[src/rtl/ram_8kx32_wb_ctrl.sv]
`default_nettype none
// ============================================================================
// Module   : ram_8kx32_wb_ctrl
// Purpose  : Wishbone B4 classic slave sequencing bus cycles into accesses of
//            the 8K x 32 banked DFFRAM. Optional macro RAM_WB_FAST_RD_EN
//            removes the read-capture stage (combinational DAT_O).
// Revision : 1.0 - initial release
// ============================================================================
module ram_8kx32_wb_ctrl #(
    parameter logic [31:0] BASE_ADDR = 32'h0000_0000
) (
    input  logic        CLK,
    input  logic        RSTn,
    input  logic        CYC_I,
    input  logic        STB_I,
    input  logic        WE_I,
    input  logic [3:0]  SEL_I,
    input  logic [31:0] ADR_I,
    input  logic [31:0] DAT_I,
    output logic [31:0] DAT_O,
    output logic        ACK_O,
    output logic        ERR_O,
    output logic        RAM_EN,
    output logic [3:0]  RAM_WE,
    output logic [12:0] RAM_A,
    output logic [31:0] RAM_Di,
    input  logic [31:0] RAM_Do
);

    typedef enum logic [2:0] {
        S_IDLE = 3'd0,
        S_WR   = 3'd1,
        S_RD   = 3'd2,
        S_CAP  = 3'd3,
        S_RESP = 3'd4
    } state_t;

    state_t      state_q, state_d;
    logic        err_q, err_d;
    logic        ram_en_q, ram_en_d;
    logic [3:0]  ram_we_q, ram_we_d;
    logic [12:0] ram_a_q, ram_a_d;
    logic [31:0] ram_di_q, ram_di_d;
`ifndef RAM_WB_FAST_RD_EN
    logic [31:0] dat_q, dat_d;
`endif

    logic w_hit;
    logic w_accept;
    logic w_unused;

    // Byte offset within a word is irrelevant: all accesses are word-aligned.
    assign w_unused = ^ADR_I[1:0];
    assign w_hit    = (ADR_I[31:15] == BASE_ADDR[31:15]);
    assign w_accept = CYC_I & STB_I & (state_q == S_IDLE) & ~ACK_O & ~ERR_O;

    always_comb begin
        state_d  = state_q;
        err_d    = err_q;
        ram_en_d = ram_en_q;
        ram_we_d = ram_we_q;
        ram_a_d  = ram_a_q;
        ram_di_d = ram_di_q;
`ifndef RAM_WB_FAST_RD_EN
        dat_d    = dat_q;
`endif
        case (state_q)
            S_IDLE: begin
                if (w_accept) begin
                    if (w_hit) begin
                        err_d    = 1'b0;
                        ram_a_d  = ADR_I[14:2];
                        ram_en_d = 1'b1;
                        if (WE_I) begin
                            state_d  = S_WR;
                            ram_di_d = DAT_I;
                            ram_we_d = SEL_I;
                        end else begin
                            state_d  = S_RD;
                            ram_we_d = 4'b0000;
                        end
                    end else begin
                        err_d   = 1'b1;
                        state_d = S_RESP;
                    end
                end
            end
            S_WR: begin
                ram_en_d = 1'b0;
                ram_we_d = 4'b0000;
                state_d  = S_RESP;
            end
            S_RD: begin
                // RAM_A is left untouched: the RAM output mux follows it.
                ram_en_d = 1'b0;
`ifdef RAM_WB_FAST_RD_EN
                state_d  = S_RESP;
`else
                state_d  = S_CAP;
`endif
            end
`ifndef RAM_WB_FAST_RD_EN
            S_CAP: begin
                dat_d   = RAM_Do;
                state_d = S_RESP;
            end
`endif
            S_RESP: begin
                err_d   = 1'b0;
                state_d = S_IDLE;
            end
            default: begin
                state_d = S_IDLE;
            end
        endcase
    end

    always_ff @(posedge CLK or negedge RSTn) begin
        if (!RSTn) begin
            state_q  <= S_IDLE;
            err_q    <= 1'b0;
            ram_en_q <= 1'b0;
            ram_we_q <= 4'b0000;
            ram_a_q  <= 13'd0;
            ram_di_q <= 32'd0;
`ifndef RAM_WB_FAST_RD_EN
            dat_q    <= 32'd0;
`endif
        end else begin
            state_q  <= state_d;
            err_q    <= err_d;
            ram_en_q <= ram_en_d;
            ram_we_q <= ram_we_d;
            ram_a_q  <= ram_a_d;
            ram_di_q <= ram_di_d;
`ifndef RAM_WB_FAST_RD_EN
            dat_q    <= dat_d;
`endif
        end
    end

    // Responses are gated by CYC_I so an abandoned cycle is never acknowledged.
    assign ACK_O  = (state_q == S_RESP) & ~err_q & CYC_I;
    assign ERR_O  = (state_q == S_RESP) &  err_q & CYC_I;
    assign RAM_EN = ram_en_q;
    assign RAM_WE = ram_we_q;
    assign RAM_A  = ram_a_q;
    assign RAM_Di = ram_di_q;
`ifdef RAM_WB_FAST_RD_EN
    assign DAT_O  = ((state_q == S_RESP) && !err_q) ? RAM_Do : 32'd0;
`else
    assign DAT_O  = dat_q;
`endif

endmodule
`default_nettype wire
[config.mk]
export PLATFORM = sky130hd
export DESIGN_NAME = ram_8kx32_wb_ctrl
export DESIGN_NICKNAME = d
export VERILOG_FILES = /design/src/rtl/ram_8kx32_wb_ctrl.sv
export SDC_FILE = /design/constraint.sdc
export NUM_CORES = 1
export LEC_CHECK = 0
export ABC_AREA = 1
export CAP_MARGIN = 20
export CORE_MARGIN = 2
export CORE_UTILIZATION = 42
export DETAILED_ROUTE_END_ITERATION = 7
export GPL_ROUTABILITY_DRIVEN = 0
export PLACE_DENSITY = 0.82
export REMOVE_ABC_BUFFERS = 1
export SKIP_LAST_GASP = 1
export SLEW_MARGIN = 20
export SYNTH_ARGS = -nofsm -noshare
export SYNTH_HDL_FRONTEND = slang
export SYNTH_SLANG_ARGS = --single-unit
export TNS_END_PERCENT = 10
[constraint.sdc]
create_clock -name CLK -period 2.1 [get_ports CLK]
set_input_delay 0.21 -clock CLK [delete_from_list [all_inputs] [get_ports CLK]]
set_output_delay 0.21 -clock CLK [all_outputs]
set_load 0.1 [all_outputs]
Yosys cells after proc, flatten, opt, wreduce, memory -nomap -nowiden
Cells that the tools add are included.
- output and inout bits: 84
- register bits after elaboration: 86
- input bits: 105
- logic and storage cells: 50
- reductions and logical operators: 12
- eq/ne operators: 6
- muxes and demuxes: 14
- bitwise operators: 11
- operators with widths (operator ; number):
    zero test 17 bit ; 1
    2-to-1 mux 4 bit ; 3
    one-hot mux 3 bit (3 select lines) ; 1
    AND reduction 3 bit ; 3
    bitwise AND 1 bit ; 8
    one-hot mux 4 bit (2 select lines) ; 1
    == test 3 x 2 -> 1 bit, second input constant ; 2
    2-to-1 mux 3 bit ; 2
    nonzero test 2 bit ; 3
    2-to-1 mux 1 bit ; 4
    != test 2 bit, second input constant ; 2
    one-hot mux 1 bit (2 select lines) ; 2
    AND reduction 4 bit ; 1
    OR reduction 2 bit ; 2
    == test 3 x 1 -> 1 bit, second input constant ; 1
    == test 3 bit, second input constant ; 1
    zero test 3 bit ; 1
    NOT 1 bit ; 3
    2-to-1 mux 2 bit ; 1
    AND reduction 2 bit ; 1

Longest topological paths before layout
- word-level depth: 8
- gate-level depth with buffers: 9
- depth with buffers taken out: 8

Least setup slack after synthesis
No wires, ideal clock.
- kind: register -> output
- start point: register state_q[1]
- end point: output ACK_O
- slack: -0.899 ns
- cell stages (with the launch flop): 4
- path buffers: 0
- arrival: 2.789 ns
- cell sequence: dfrtp_1 inv_1 nand3_1 nor3b_1
- longest elaborated chain between the ends: 3
- RTL lines (what ; RTL line ; RTL):
    start, declared ; 38 ; state_t state_q, state_d;
    start signal, assigned ; 130 ; state_q <= state_d;
    == test 3 bit ; 143 ; assign ACK_O = (state_q == S_RESP) & ~err_q & CYC_I;
    bitwise AND 1 bit (2 in series) ; 143 ;
    end, declared ; 21 ; output logic ACK_O,
No other way between the ends.

Worst setup path in the final report
Ends and elaborated chain as after synthesis.

==> results.txt <==
The maximum number of buffers from clock root to sink is 2. After clock tree synthesis, the clock-pin slew on the worst setup and hold paths is 90 ps. The worst-case headroom to the max-slew limit came out at 66.7%. The library cell used most frequently in the layout, excluding fill and tap cells, is sky130_fd_sc_hd__nand2_1. The final-report max-slew violation count is 0.

The flow ran to the end, and the final reports show no timing, DRC or antenna violations. The first-pass iteration count of the detailed router came out at 4. The final net count is 631. The area growth from synthesis to layout is 56.4%. The required time of the worst setup path came out at 1890 ps. The clock sink count is 86. Once layout is complete, the cells apart from fillers number 636. The antenna violation net count after detailed routing is 0. The overall routing resource usage came out at 19.9%. The average vias per placed instance came out at 4.69. The worst setup path is of the reg2out kind.

By area the synthesized netlist is led by sky130_fd_sc_hd__dfrtp_1 61%, sky130_fd_sc_hd__nand2_1 13%, sky130_fd_sc_hd__mux2_2 10%. Data arrives at the worst endpoint at 1570 ps. The placeable core region is 8180 sq um.

Setup repair after global routing left no endpoint under its margin. The reported max-cap violation count is 0. The post-synthesis cell type count came out at 25.

For the finished layout, the period the worst path requires is 1780 ps. Setup violations remaining at the end of the flow were counted as 0. The root buffer cell chosen for the clock tree is sky130_fd_sc_hd__clkbuf_8. After routing the design area is 5540 sq um.

The wire length per cell after detailed routing is 14.0 um. The maximum clock rate came out at 0.562 GHz. From left edge to right edge, the die measures 95.8 um. The count of synthesis-stage warnings from yosys is 0. The number of buffers added on ports is 186. 0 antenna diodes ended up in the layout.

In this run the worst hold path is classified as in2reg. STA classifies the critical path startpoint as a flip-flop. The analysis attributes to cell leakage a power of 2.83 nW. Sequential elements use 60.8% of the synthesized area. The hold violation count in the final report is 0. In this run the biggest area consumer among cell types represents 60.8% of the synthesized area.

The worst-margin pin slew came out at 500 ps. The mean area per synthesized cell came out at 10.6 sq um. In the layout the commonest cells are 119 x sky130_fd_sc_hd__nand2_1, 101 x sky130_fd_sc_hd__clkdlybuf4s50_1, 89 x sky130_fd_sc_hd__buf_4, 86 x sky130_fd_sc_hd__dfrtp_1, 40 x sky130_fd_sc_hd__nand3_1. Summed over all failing endpoints, the final setup total negative slack is 0 ps. The number of H-tree levels came out at 3. The placed cell count is 619. The first routing iteration left 67 violations. The total length of routed wires is 8910 um. The clock skew is 8.22 ps. Summed over all nets, the half-perimeter wirelength after detailed placement is 6800 um.

The cell area after placement came out at 5300 sq um. Power spread over the standard cell area amounts to 707 nW/um^2. The number of gates resized after CTS was 0. Entering global routing, the biggest net connects 50 pins. Measured on the finished design, the core utilization comes to 67.7%. After detailed routing, the number of remaining DRC violations is 0. The register bit total from synthesis came out at 86. The final global-route overflow total came out at 0.

The ratio of final minimum period to clock period is 84.8%. The chip height came out at 95.8 um. The first global-routing pass estimated 13900 um of wire.

The largest vdd supply drop came out at 321 uV. The number of rows created at floorplan came out at 33. The synthesized netlist occupies a cell area of 3540 sq um. The top fanout value on the critical path is 4.

The worst setup path is captured at an output pin. The number of antenna violations at the first check in global routing came to 0. The number of global-route vias before repair is 2985.

The number of buffers inserted for hold repair after clock tree synthesis is 1. The count of vias placed by the detailed router is 2981. The synthesized instance count is 335. The I/O pin count came out at 189. The effective utilization at floorplan is 43.3%. Post-CTS timing repair inserted 0 buffers for setup. At the later pin of the worst-skew pair, clock insertion delay measures 350 ps. TritonCTS built the clock tree.

The biggest area consumer among synthesized cells is sky130_fd_sc_hd__dfrtp_1. The proportion of layout cells with a drive suffix above 1 came out at 28.8%. The number of buffers created by CTS came out at 9. The die covers 9180 sq um.
[layout make-up]
class                   instances  area (sq um)
inverters                      10          38.8
repair buffers                194          1750
flip-flops and latches         86          2150
fillers                       644          2640
clock buffers                   9           124
well taps                     105           131
clock inverters                 7          98.8
multi-input cells             225          1240
[report_power, final]
group / internal, W / total, W / switching (W)
clock: 0.000673 / 0.00127 / 0.000598
sequential: 0.00171 / 0.00175 / 0.0000354
combinational: 0.000323 / 0.000895 / 0.000572
[sequential cells by signal (all words and copies together), names as in the netlist]
register	count
RAM_Di	32
RAM_EN	1
state_q	3
RAM_A	13
RAM_WE	4
DAT_O	32
err_q	1
[per-stage QoR]
step                      hold WS [ps]  total power (W)  setup WS (ps)
after floorplan                  -85.6          0.00230           -899
after global placement             208          0.00267            155
after detailed placement           212          0.00268            133
after CTS                          368          0.00396            296
after global routing               387          0.00408            213
final                              387          0.00392            319
[cells by family (layout without fill, tap and decap cells)]
family,Yosys count,count (layout),synth area share (%)
buffers and inverters,24,220,4.10
DFF,86,86,60.8
AOI/OAI and AO/OA,4,4,0.565
muxes,32,32,10.2
and+or+nand+nor,189,189,24.4
[synthesized netlist by cell type]
master and count:
sky130_fd_sc_hd__a21oi_1 3, sky130_fd_sc_hd__buf_2 4, sky130_fd_sc_hd__buf_4 7, sky130_fd_sc_hd__buf_6 3
sky130_fd_sc_hd__clkinv_2 1, sky130_fd_sc_hd__dfrtp_1 86, sky130_fd_sc_hd__inv_1 7, sky130_fd_sc_hd__inv_2 2
sky130_fd_sc_hd__mux2_2 32, sky130_fd_sc_hd__nand2_1 119, sky130_fd_sc_hd__nand2_2 1, sky130_fd_sc_hd__nand2_4 1
sky130_fd_sc_hd__nand3_1 40, sky130_fd_sc_hd__nand3_2 1, sky130_fd_sc_hd__nand3b_1 4, sky130_fd_sc_hd__nand4_1 2
sky130_fd_sc_hd__nand4_4 1, sky130_fd_sc_hd__nor2_1 12, sky130_fd_sc_hd__nor2_2 2, sky130_fd_sc_hd__nor2_4 2
sky130_fd_sc_hd__nor2_8 1, sky130_fd_sc_hd__nor3_2 1, sky130_fd_sc_hd__nor3b_1 1, sky130_fd_sc_hd__o21ai_0 1
sky130_fd_sc_hd__or2_1 1
[layer usage]
layer	up-vias	GRT usage (%)	part of all wire (%)
li1	1468	-	-
met1	1390	23.7	40
met2	111	32.9	49
met3	12	6.89	9.0
met4	0	8.45	1.4
met5	-	0	0
[final timing paths]
path / end / start / depth (start not counted) / slack [ps]
worst max-delay path: ACK_O / state_q[1] / 4 / 320
worst min-delay path: RAM_A[4] / ADR_I[6] / 3 / 390
worst max register to register: RAM_Di[14] / state_q[0] / 8 / 390
worst min register to register: RAM_Di[26] / RAM_Di[26] / 2 / 480
max in group asynchronous: RAM_Di[1] / RSTn / 3 / 1070
min in group asynchronous: DAT_O[24] / RSTn / 2 / 400
[critical path, cell delays in order (launching register included)]
cell and delay [ps]:
sky130_fd_sc_hd__dfrtp_1 380, sky130_fd_sc_hd__inv_1 110, sky130_fd_sc_hd__nand3_1 140, sky130_fd_sc_hd__nor3b_1 360
sky130_fd_sc_hd__buf_12 230
No activity file was read; power rests on OpenSTA's default activity.
